## src/rtl/shift_pkg.sv

```systemverilog
// Shared constants and helpers for the serial shift-chain blocks.
// Provides the default word width and the bit-counter width function.
package shift_pkg;

   localparam int DEF_WIDTH = 8;

   // Width of a counter that indexes bits 0..width-1 (never below 1 bit).
   function automatic int cnt_w(input int width);
      return (width > 1) ? $clog2(width) : 1;
   endfunction

endpackage

```

## src/rtl/serial_deserializer_out_reg.sv

```systemverilog
// One-deep output holding register for assembled words.
// Also carries the sticky overflow flag for words dropped while the register is full.
module deser_out_reg
   import shift_pkg::*;
#(
   parameter int WIDTH = DEF_WIDTH
) (
   input  logic             clk,
   input  logic             rst,
   input  logic             load,
   input  logic [WIDTH-1:0] word,
   output logic [WIDTH-1:0] m_data,
   output logic             m_valid,
   input  logic             m_ready,
   output logic             overflow
);

   // Handshake: a word moves to the consumer on any posedge with m_valid & m_ready.
   // m_valid never drops without a transfer, and m_data is stable while m_valid=1.
   // m_ready has no effect while m_valid=0.
   logic transfer;

   assign transfer = m_valid & m_ready;

   always_ff @(posedge clk or posedge rst) begin
      if (rst) begin
         m_data   <= '0;
         m_valid  <= 1'b0;
         overflow <= 1'b0;
      end else begin
         if (load) begin
            // A full register that is not draining this edge cannot accept the word.
            if (m_valid && !transfer) begin
               overflow <= 1'b1;
            end else begin
               m_data  <= word;
               m_valid <= 1'b1;
            end
         end else if (transfer) begin
            m_valid <= 1'b0;
         end
      end
   end

endmodule

```

## src/rtl/serial_deserializer.sv

```systemverilog
// Serial-to-parallel receiver: shifts qualified bits into a word and hands
// each completed word to a one-deep valid/ready output register.
module serial_deserializer
   import shift_pkg::*;
#(
   parameter int WIDTH     = DEF_WIDTH,
   parameter bit MSB_FIRST = 1'b1
) (
   input  logic             clk,
   input  logic             rst,
   input  logic             s_valid,
   input  logic             s_data,
   input  logic             s_start,
   output logic [WIDTH-1:0] m_data,
   output logic             m_valid,
   input  logic             m_ready,
   output logic             overflow
);

   localparam int            CW   = cnt_w(WIDTH);
   localparam logic [CW-1:0] LAST = CW'(WIDTH - 1);
   localparam logic [CW-1:0] ONE  = CW'(1);

   logic [WIDTH-1:0] shreg;
   logic [WIDTH-1:0] shreg_nxt;
   logic [CW-1:0]    cnt;
   logic [CW-1:0]    cnt_nxt;
   logic             word_done;

   always_comb begin
      shreg_nxt = shreg;
      cnt_nxt   = cnt;
      word_done = 1'b0;
      if (s_valid) begin
         if (MSB_FIRST) begin
            shreg_nxt = {shreg[WIDTH-2:0], s_data};
         end else begin
            shreg_nxt = {s_data, shreg[WIDTH-1:1]};
         end
         // A frame start restarts counting; stale bits simply shift out later.
         if (s_start) begin
            cnt_nxt = ONE;
         end else if (cnt == LAST) begin
            cnt_nxt   = '0;
            word_done = 1'b1;
         end else begin
            cnt_nxt = cnt + ONE;
         end
      end
   end

   always_ff @(posedge clk or posedge rst) begin
      if (rst) begin
         shreg <= '0;
         cnt   <= '0;
      end else begin
         shreg <= shreg_nxt;
         cnt   <= cnt_nxt;
      end
   end

   // The completed word includes the bit sampled on this same edge.
   deser_out_reg #(
      .WIDTH (WIDTH)
   ) u_out_reg (
      .clk      (clk),
      .rst      (rst),
      .load     (word_done),
      .word     (shreg_nxt),
      .m_data   (m_data),
      .m_valid  (m_valid),
      .m_ready  (m_ready),
      .overflow (overflow)
   );

endmodule

```

## config.mk

```make
export PLATFORM = sky130hd
export DESIGN_NAME = serial_deserializer
export DESIGN_NICKNAME = d
export VERILOG_FILES = /design/src/rtl/shift_pkg.sv /design/src/rtl/serial_deserializer_out_reg.sv /design/src/rtl/serial_deserializer.sv
export SDC_FILE = /design/constraint.sdc
export NUM_CORES = 1
export LEC_CHECK = 0
export ABC_AREA = 1
export BUFFER_PORTS_ARGS = -buffer_cell sky130_fd_sc_hd__clkbuf_2
export CORE_MARGIN = 2
export CORE_UTILIZATION = 35
export CTS_CLUSTER_DIAMETER = 50
export DETAILED_ROUTE_END_ITERATION = 10
export SETUP_SLACK_MARGIN = 0.15
export SLEW_MARGIN = 30
export SYNTH_ARGS = -nofsm -noshare
export SYNTH_HDL_FRONTEND = slang
export SYNTH_SLANG_ARGS = --single-unit
```

## constraint.sdc

```tcl
create_clock -name clk -period 1.61 [get_ports clk]
set_input_delay 0.2415 -clock clk [delete_from_list [all_inputs] [get_ports clk]]
set_output_delay 0.2415 -clock clk [all_outputs]
set_load 0.05 [all_outputs]
```

==> results of run 1 <==
[metrics by stage]
step	area, um^2	hold WS (ns)	cells	setup slack (ns)
5_1_grt	1040	0.169	143	0.217
2_1_floorplan	895	0.218	93	0.337
3_3_place_gp	1000	0.265	138	0.347
4_1_cts	1040	0.152	143	0.294
3_5_place_dp	1000	0.279	138	0.313
6_report	1040	0.159	143	0.310
[cell usage after synthesis (all sizes together)]
library cell  count
ha                2
o21bai            1
nor2              5
dfrtp            21
buf               2
o21ai             4
nand2            48
o21a              1
nand3             2
inv               7
[area by class of cell]
type | instances | area [um^2] | area share [%]
Clock inverter | 1 | 5.00 | 0.483
Multi-Input combinational cell | 63 | 320 | 30.9
Inverter | 7 | 26.3 | 2.53
Timing Repair Buffer | 18 | 100 | 9.65
Sequential cell | 21 | 526 | 50.7
Clock buffer | 3 | 22.5 | 2.17
Tap cell | 30 | 37.5 | 3.62
[power by group]
group | switching (mW) | internal [mW] | total (mW)
logic | 0.222 | 0.0738 | 0.296
registers | 0.0369 | 0.600 | 0.637
clock network | 0.167 | 0.0927 | 0.260
[worst min-delay path by stage]
stage | from | endpoint
floorplan | rst | cnt[0]
global placement | rst | shreg[0]
detailed placement | rst | u_out_reg.m_data[1]
CTS | s_data | shreg[0]
global route | s_data | shreg[0]
finish | s_data | shreg[0]
[cells by family after synthesis]
family          Yosys count  synth area share, %
buf+inv                   9                 5.45
fa+ha+maj                 2                 2.80
compound gates            6                 4.76
flops                    21                 58.7
simple gates             55                 28.3
[worst max-delay path, delay by kind of cell (launching register included)]
| kind | cells | cell delay, ns |
|---|---|---|
| adder cells (fa/ha/maj) | 2 | 0.45 |
| flip-flops | 1 | 0.42 |
| AND/OR/NAND/NOR | 4 | 0.33 |
[sequential cells by signal, indices dropped and copies added (netlist names)]
signal and cells:
cnt 3, shreg 8, u_out_reg.m_data 8, u_out_reg.m_valid 1
u_out_reg.overflow 1
[repair_timing]
item                                   in CTS  in global routing
endpoints found under the hold margin      21                  0
hold buffers                                1                  0
resized for setup                           0                  0
[layer usage]
metal	wire (um)	GRT usage, %	vias up
met4	12	7.50	0
met2	727	21.1	9
met3	48	2.46	2
met5	0	0	-
li1	-	-	321
met1	772	16.0	276
==> key figures, run 1 <==
Worst setup path
  – Crit. End Element: flip-flop
  – Critical Path Max Stage Delay: 0.42 ns
  – Critical Path RT: 1.82 ns
  – Crit-path cells: ha_1 > ha_1 > nand3_4 > nor2_8 > nand2_1 > nand2_1
  – R2R Setup Slk: 0.31 ns
  – Crit-path max FO: 8
  – CP max-delay cell: dfrtp_1
  – End of the critical path: u_out_reg.m_data[3]
  – RR Startpoint: cnt[0]
  – Worst r2r path cells: 6
  – Reg2reg end: u_out_reg.m_data[3]
  – Worst setup SP type: flip-flop
  – Worst setup path startpoint: cnt[0]
  – Setup CP Type: reg -> reg
  – Data arrival, critical path: 1.51 ns

Yosys
  – Share of the synthesized area in the top cell type: 58.7%
  – Area contributors post-synth: dfrtp_1, nand2_1, nand3_4
  – Area leader, netlist: dfrtp_1
  – Seq/Total Area, Yosys: 58.7%
  – Mapped Nets: ~100
  – Synthesized area per cell: roughly 9.6 um^2
  – Synth Register Bits: 21
  – Mapped Cells: 93
  – Cell Area, Synth: just under 900 um^2
  – Yosys cell types: 13
  – Yosys warns: 0

Timing
  – Setup TNS: 0 ns
  – FMAX: 770 MHz
  – Setup Skew: roughly 0.0025 ns
  – Worst-Margin Slew: 0.354 ns
  – Final setup fails: 0
  – Min cycle time layout: 1.30 ns
  – Slew Limit Headroom: between 70% and 80%
  – RSZ-0062 raised after global routing: false
  – Max Slew Vio Count: 0
  – Period utilisation layout: 80.7%
  – Final Hold Violating Endpoints: 0

Clock tree
  – # Post-CTS Setup Buffers: 0
  – CTS tree: built
  – Later-pin clock latency in the skew report: 0.30 ns
  – H-tree levels: 1
  – Cts bufs inserted: 3
  – CTS clock-pin slew for the worst setup and hold paths: 0.12 ns
  – Root buffer cell: clkbuf_4
  – CTS Buffer Depth: 2
  – Clk sinks: 21

Placement
  – GP Congestion: roughly 0.74
  – Port Buf Inserts: 15
  – Dpl hpwl: 1100 um

Die
  – Die area: slightly below 3000 um^2
  – # IOs: 16
  – Die height: about 55 um
  – DIE WIDTH: 54.6 um
  – Core outline area: 2450 um^2
  – Initial Util: between 30% and 40%
  – Rows: 18

Route
  – Final ANT Viol Nets: 0
  – Via density: 4.25
  – Avg WL per Cell: 10.9 um
  – DRC: 0
  – DR vias: 608
  – Final wirelength: approximately 1600 um
  – Number of DRC markers in iteration 0: 12
  – Drt first pass iters: 4

Power
  – Worst vdd ir: 0.000706 V
  – LEAKAGE: 0.579 nW
  – Pwr dens: 1150 nW/um^2
  – Tot Pwr: 1.19 mW

Final layout
  – Fill count: about 260
  – Commonest non-fill, non-tap cell in the layout: nand2_1
  – Leading cell types in the layout, fill and taps excluded: nand2_1, dfrtp_1, clkbuf_2, inv_1
  – Nets@finish: 122
  – N_diodes: 0
  – Syn-to-layout area delta: 15.9%
  – Layout cells sized above 1: a little under a quarter
  – Core Util, Final: 42.3%

Worst hold path
  – Hold depth: 3
  – Worst min path class: in -> reg

Status
  – Status: completed

Global routing
  – Initial antenna violation count: 0
  – First-pass GRT wire length: 2620 um
  – Total track usage: between 10% and 20%
  – Largest net degree at the start of global routing: 22
  – GR Overflow Total: 0
  – Vias in the first global route: a little over 600

Flow run
  – Max-cap violations: 0
Power figures use the tool's default switching activity.
==> run 2: changes to the inputs <==
clock period = 1.3 ns   (was 1.61 ns; I/O delays follow)
==> run 2 against run 1 <==
  * Global-route usage fell by 1.7 points
  * Power grew 26%
  * Non-clock buffer count rose by 2
  * Utilization up 2.3 points
  * Count of clock-buffer cells in the layout unchanged
  * Routed wire length decreased by 7.0%
  * Sequential share of layout area down 2.5 points
  * Die area did not move
  * Maximum frequency grew 11%
  * Worst hold slack worse by 0.029 ns
  * Worst setup slack got worse by 0.19 ns
  * Critical path type unchanged
  * Critical endpoint is now u_out_reg.m_data[1]
  * Largest power group unchanged
  * Highest routed layer unchanged
==> key figures, run 2 (synthesized netlist as in run 1, its figures left out) <==
Power
  – Pwr dens: around 1400 nW/um^2
  – Worst vdd ir: 0.000958 V
  – LEAKAGE: 0.589 nW

Global routing
  – GR Overflow Total: 0
  – Initial antenna violation count: 0
  – Largest net degree at the start of global routing: 22
  – Total track usage: between 10% and 20%
  – Vias in the first global route: 543
  – First-pass GRT wire length: ~2300 um

Route
  – Final wirelength: 1450 um
  – Number of DRC markers in iteration 0: 10
  – Drt first pass iters: 4
  – DRC: 0
  – Final ANT Viol Nets: 0
  – DR vias: 611
  – Avg WL per Cell: 10.0 um
  – Via density: 4.21

Clock tree
  – Cts bufs inserted: 3
  – Root buffer cell: clkbuf_4
  – CTS Buffer Depth: 2
  – CTS tree: built
  – CTS clock-pin slew for the worst setup and hold paths: 0.11 ns
  – H-tree levels: 1
  – Clk sinks: 21
  – Later-pin clock latency in the skew report: 0.30 ns

Worst setup path
  – Crit. End Element: flip-flop
  – Setup CP Type: reg -> reg
  – CP most frequent cell: nand2_1
  – CP max-delay cell: dfrtp_1
  – Data arrival, critical path: approximately 1.4 ns
  – Crit-path cells: ha_2 > ha_4 > nand3_4 > nor2_8 > nand2_1 > nand2_1
  – Crit path max-delay family: simple AND/OR/NAND/NOR gates
  – WP depth: 6
  – Crit-path max FO: 8
  – Critical Path Max Stage Delay: around 0.38 ns
  – Worst setup SP type: flip-flop
  – Crit path buffers/inverters: 0
  – Worst r2r path cells: 6
  – Critical Path RT: 1.54 ns

Placement
  – Dpl hpwl: 1040 um
  – Port Buf Inserts: 15
  – DP Worst Slack: 0.0986 ns
  – GP Congestion: 0.719

Final layout
  – Area of the multi-input gates: 335 um^2
  – Biggest regs: shreg: 8 flops, u_out_reg.m_data: 8 flops, cnt: 3 flops
  – Register area: 527 um^2
  – Syn-to-layout area delta: 22.2%
  – Fill count: 246
  – N_diodes: 0
  – Nets@finish: approximately 120
  – Layout cells sized above 1: 27.8%
  – Leading cell types in the layout, fill and taps excluded: nand2_1, dfrtp_1, buf_4, inv_1, clkbuf_4
  – Commonest non-fill, non-tap cell in the layout: nand2_1

Timing
  – Worst-Margin Slew: about 0.35 ns
  – Final worst setup slack: between 0.1 and 0.15 ns
  – Slew Limit Headroom: about 77%
  – Final setup fails: 0
  – Min cycle time layout: 1.17 ns
  – Max Slew Vio Count: 0
  – Period utilisation layout: about 90%
  – Setup Skew: 0.0121 ns
  – FMAX: around 850 MHz
  – RSZ-0062 raised after global routing: true
  – Final Hold Violating Endpoints: 0
  – Setup TNS: 0 ns

Status
  – Status: completed

Worst hold path
  – Hold depth: 3
  – Worst min path class: in -> reg

Die
  – Initial Util: 36.4%
  – Core outline area: 2450 um^2
  – # IOs: 16
  – Die height: 54.6 um
  – DIE WIDTH: approximately 55 um
  – Rows: 18
  – Die area: 2980 um^2

Flow run
  – Max-cap violations: 0
==> run 2: routing by layer <==
layer / GRT usage (%) / vias up / part of all wire, %
met5: 0 / - / 0
met4: 7.50 / 0 / 0.76
met3: 1.64 / 2 / 4.1
met2: 16.1 / 9 / 44
met1: 15.6 / 275 / 51
li1: - / 325 / -
==> run 2: metrics by stage <==
step / area [um^2] / cells / power [mW] / utilization (%) / hold slack [ns]
6_report: 1090 / 145 / 1.50 / 44.5 / 0.130
5_1_grt: 1090 / 145 / 1.59 / 44.5 / 0.119
4_1_cts: 1090 / 145 / 1.52 / 44.3 / 0.121
3_5_place_dp: 1020 / 139 / 1.18 / 41.7 / 0.219
3_3_place_gp: 1020 / 139 / 1.17 / 41.7 / 0.215
2_1_floorplan: 911 / 93 / 1.09 / - / 0.171
==> run 2: final timing paths <==
kind,startpoint,slack [ns],endpoint
min in group asynchronous,rst,0.43,shreg[6]
max,cnt[0],0.13,u_out_reg.m_data[1]
max reg2reg,cnt[0],0.13,u_out_reg.m_data[1]
min,s_data,0.13,shreg[0]
min reg2reg,shreg[7],0.48,shreg[7]
max in group asynchronous,rst,0.63,u_out_reg.m_valid
==> run 2: worst reg2reg max path: stages, from the launching register on <==
cell	delay (ns)
dfrtp_1	0.38
ha_2	0.20
ha_4	0.16
nand3_4	0.11
nor2_8	0.15
nand2_1	0.07
nand2_1	0.06
==> run 2: layout make-up <==
type	instances	share of cell area, %
well taps	30	3.43
repair buffers	20	12.8
clock buffers	3	2.06
inverters	7	2.40
flip-flops and latches	21	48.2
multi-input cells	63	30.7
clock inverters	1	0.458
==> run 2: power breakdown <==
group | internal, mW | total (mW) | switching, mW
clock | 0.115 | 0.308 | 0.193
sequential | 0.743 | 0.790 | 0.0465
combinational | 0.130 | 0.406 | 0.276
total | 0.988 | 1.50 | 0.516
==> run 2: timing repair <==
item                                   in CTS  in global routing
hold buffers                                1                  0
buffers inserted                            1                  0
setup endpoints to repair                  16                 16
pin swaps                                   3                  0
endpoints found under the hold margin      21                  0
resized for setup                           8                 10
==> run 3: changes to the inputs <==
ABC_AREA = not set   (was 1)
==> run 3 against run 2 <==
  * Register-to-register slack worse by 0.32 ns
  * Worst setup slack worse by 0.32 ns
  * The flow now finishes with violations (negative setup slack)
  * Synthesized area is 0.70% lower
  * Clock skew is 0.0051 ns lower
  * Largest cell class unchanged
  * Sequential power is 13% higher
  * Critical endpoint is now u_out_reg.m_data[4]
  * Cell area is 9.3% higher
  * Routed wire length is 0.41% lower
  * Sequential share of layout area is 4.1 points lower
  * Power is 29% higher
  * Sequential cell count stayed put
  * Maximum frequency is 21% lower
  * Largest power group unchanged
==> key figures, run 3 <==
Status
  – Status: complete, but fails checks
  – Violated checks: negative setup slack

Global routing
  – GR Overflow Total: 0
  – Total track usage: ~11%
  – Vias in the first global route: 531
  – Initial antenna violation count: 0
  – Largest net degree at the start of global routing: 22
  – First-pass GRT wire length: 2350 um

Final layout
  – Layout cells sized above 1: 60.9%
  – Syn-to-layout area delta: 34.5%
  – N_diodes: 0
  – Final Cell Area: 1190 um^2
  – Commonest non-fill, non-tap cell in the layout: dfrtp_1
  – Core Util, Final: between 40 and 50%
  – Leading cell types in the layout, fill and taps excluded: dfrtp_1, mux2_4, buf_4, clkbuf_4, clkbuf_2
  – Nets@finish: 96
  – Non-filler instance count after layout: 117
  – Fill count: 224
  – Biggest regs: shreg: 8 flops, u_out_reg.m_data: 8 flops, cnt: 3 flops

Route
  – Number of DRC markers in iteration 0: 0
  – DRC: 0
  – Avg WL per Cell: 12.4 um
  – Final wirelength: ~1400 um
  – Final ANT Viol Nets: 0
  – Via density: 4.50
  – DR vias: 527
  – Drt first pass iters: 1

Timing
  – FMAX: ~670 MHz
  – Final setup fails: 9
  – Slew Limit Headroom: 82.5%
  – Period utilisation layout: 115%
  – Setup TNS: -1.55 ns
  – RSZ-0062 raised after global routing: true
  – Setup Skew: 0.00705 ns
  – Max Slew Vio Count: 0
  – Min cycle time layout: 1.49 ns
  – Final worst setup slack: -0.193 ns
  – Worst hold slack: 0.153 ns
  – Worst-Margin Slew: 0.262 ns
  – Final Hold Violating Endpoints: 0

Yosys
  – Share of the synthesized area in the top cell type: approximately three fifths
  – Mapped Cells: 58
  – Mapped Nets: 66
  – Commonest cells in the netlist: dfrtp_1, mux2_4
  – Synthesized area per cell: between 15 and 20 um^2
  – Seq/Total Area, Yosys: between 50% and 60%
  – Most common cell in the netlist: dfrtp_1
  – Post-synth EDFFs: 0
  – Yosys cell types: 14
  – Synth Register Bits: 21
  – FFs w/ async S/R, synth: 100%
  – Area contributors post-synth: dfrtp_1, mux2_4, mux2_2
  – Primary FF master, synth: dfrtp_1
  – Area leader, netlist: dfrtp_1
  – Cell Area, Synth: around 890 um^2
  – Yosys warns: 0

Die
  – # IOs: 16
  – Die height: 54.4 um
  – Core outline area: 2430 um^2
  – Initial Util: 36.5%
  – Die area: 2960 um^2
  – Rows: 18
  – DIE WIDTH: 54.4 um

Power
  – LEAKAGE: 0.608 nW
  – Worst vdd ir: 0.000916 V
  – Tot Pwr: 1.94 mW
  – Share of power burned in registers: 46.1%
  – Switching power: 687 uW
  – Sw frac: 35.4%
  – Clk pwr share: 15.5%
  – Internal power: 1.26 mW
  – Pwr dens: about 1600 nW/um^2
  – Gate power share: 38.4%

Placement
  – Placed cell count: 108
  – Dpl hpwl: 1080 um
  – Port Buf Inserts: 15
  – DP Worst Slack: -0.275 ns
  – Post-Place Cell Area: about 1100 um^2
  – GP Congestion: 0.724

Clock tree
  – Clk sinks: 21
  – Later-pin clock latency in the skew report: 0.29 ns
  – Cts bufs inserted: 3
  – CTS tree: built
  – CTS clock-pin slew for the worst setup and hold paths: 0.12 ns
  – H-tree levels: 1
  – Root buffer cell: clkbuf_4
  – CTS Buffer Depth: 2

Worst hold path
  – Worst min path class: in -> reg

Flow run
  – Max-cap violations: 0

Worst setup path
  – Critical Path RT: ~1.5 ns
  – CP max-delay cell: dfrtp_1
  – Data arrival, critical path: 1.69 ns
  – Crit. End Element: flip-flop
  – Setup CP Type: reg -> reg
  – Crit-path max FO: 5
  – Critical Path Max Stage Delay: ~0.38 ns
  – Worst setup SP type: flip-flop
  – Crit-path cells: ha_2 > ha_4 > nand3b_4 > nor2b_4 > buf_6 > mux2_4
==> run 3: critical path, delay by kind of cell, from the launching register on <==
kind	cells	cell delay [ns]
mux	1	0.30
simple gates	2	0.24
buf+inv	1	0.15
flops	1	0.38
fa+ha+maj	2	0.33
==> run 3: worst paths after layout <==
path / start / to / slack [ns] / depth (start not counted)
worst max-delay path: cnt[0] / u_out_reg.m_data[4] / -0.19 / 6
worst min register to register: u_out_reg.overflow / u_out_reg.overflow / 0.51 / 1
min in group asynchronous: rst / u_out_reg.m_data[5] / 0.43 / 4
worst max register to register: cnt[0] / u_out_reg.m_data[4] / -0.19 / 6
max in group asynchronous: rst / u_out_reg.m_valid / 0.63 / 4
worst min-delay path: s_data / shreg[0] / 0.15 / 2
==> run 3: layout make-up <==
| cell class | count | area, um^2 | share of cell area, % |
|---|---|---|---|
| clock buffers | 3 | 22.5 | 1.88 |
| clock inverters | 1 | 5.00 | 0.419 |
| inverters | 3 | 11.3 | 0.942 |
| multi-input cells | 32 | 367 | 30.7 |
| flip-flops and latches | 21 | 527 | 44.1 |
| well taps | 30 | 37.5 | 3.14 |
| repair buffers | 27 | 225 | 18.8 |
==> run 3: kinds of logic (layout without fill, tap and decap cells) <==
| group | after synthesis | count (layout) | share of synthesized area (%) |
|---|---|---|---|
| compound gates | 4 | 4 | 2.54 |
| mux | 16 | 16 | 25.8 |
| simple gates | 10 | 10 | 5.92 |
| flops | 21 | 21 | 59.2 |
| buf+inv | 5 | 34 | 3.80 |
| fa+ha+maj | 2 | 2 | 2.82 |
==> run 3: repair_timing <==
action / CTS / global route
resized for setup: 7 / 19
cloned: 0 / 0
hold buffers: 1 / 0
setup endpoints to repair: 13 / 21
pin swaps: 2 / 2
endpoints found under the hold margin: 21 / 0
buffers inserted: 1 / 3
==> run 3: layer usage <==
layer	GRT usage, %	routed length [um]	vias to the layer above
li1	-	-	256
met1	14.2	654	256
met2	18.7	697	13
met3	3.28	73	2
met4	3.75	19	0
met5	0	0	-
==> run 3: power groups by stage <==
stage               registers [mW]  clock network [mW]  logic (mW)
floorplan                     1.16                   0       0.273
global placement             0.908                   0       0.682
detailed placement           0.910                   0       0.688
CTS                          0.896               0.316       0.710
global route                 0.917               0.354       0.792
finish                       0.895               0.302       0.745
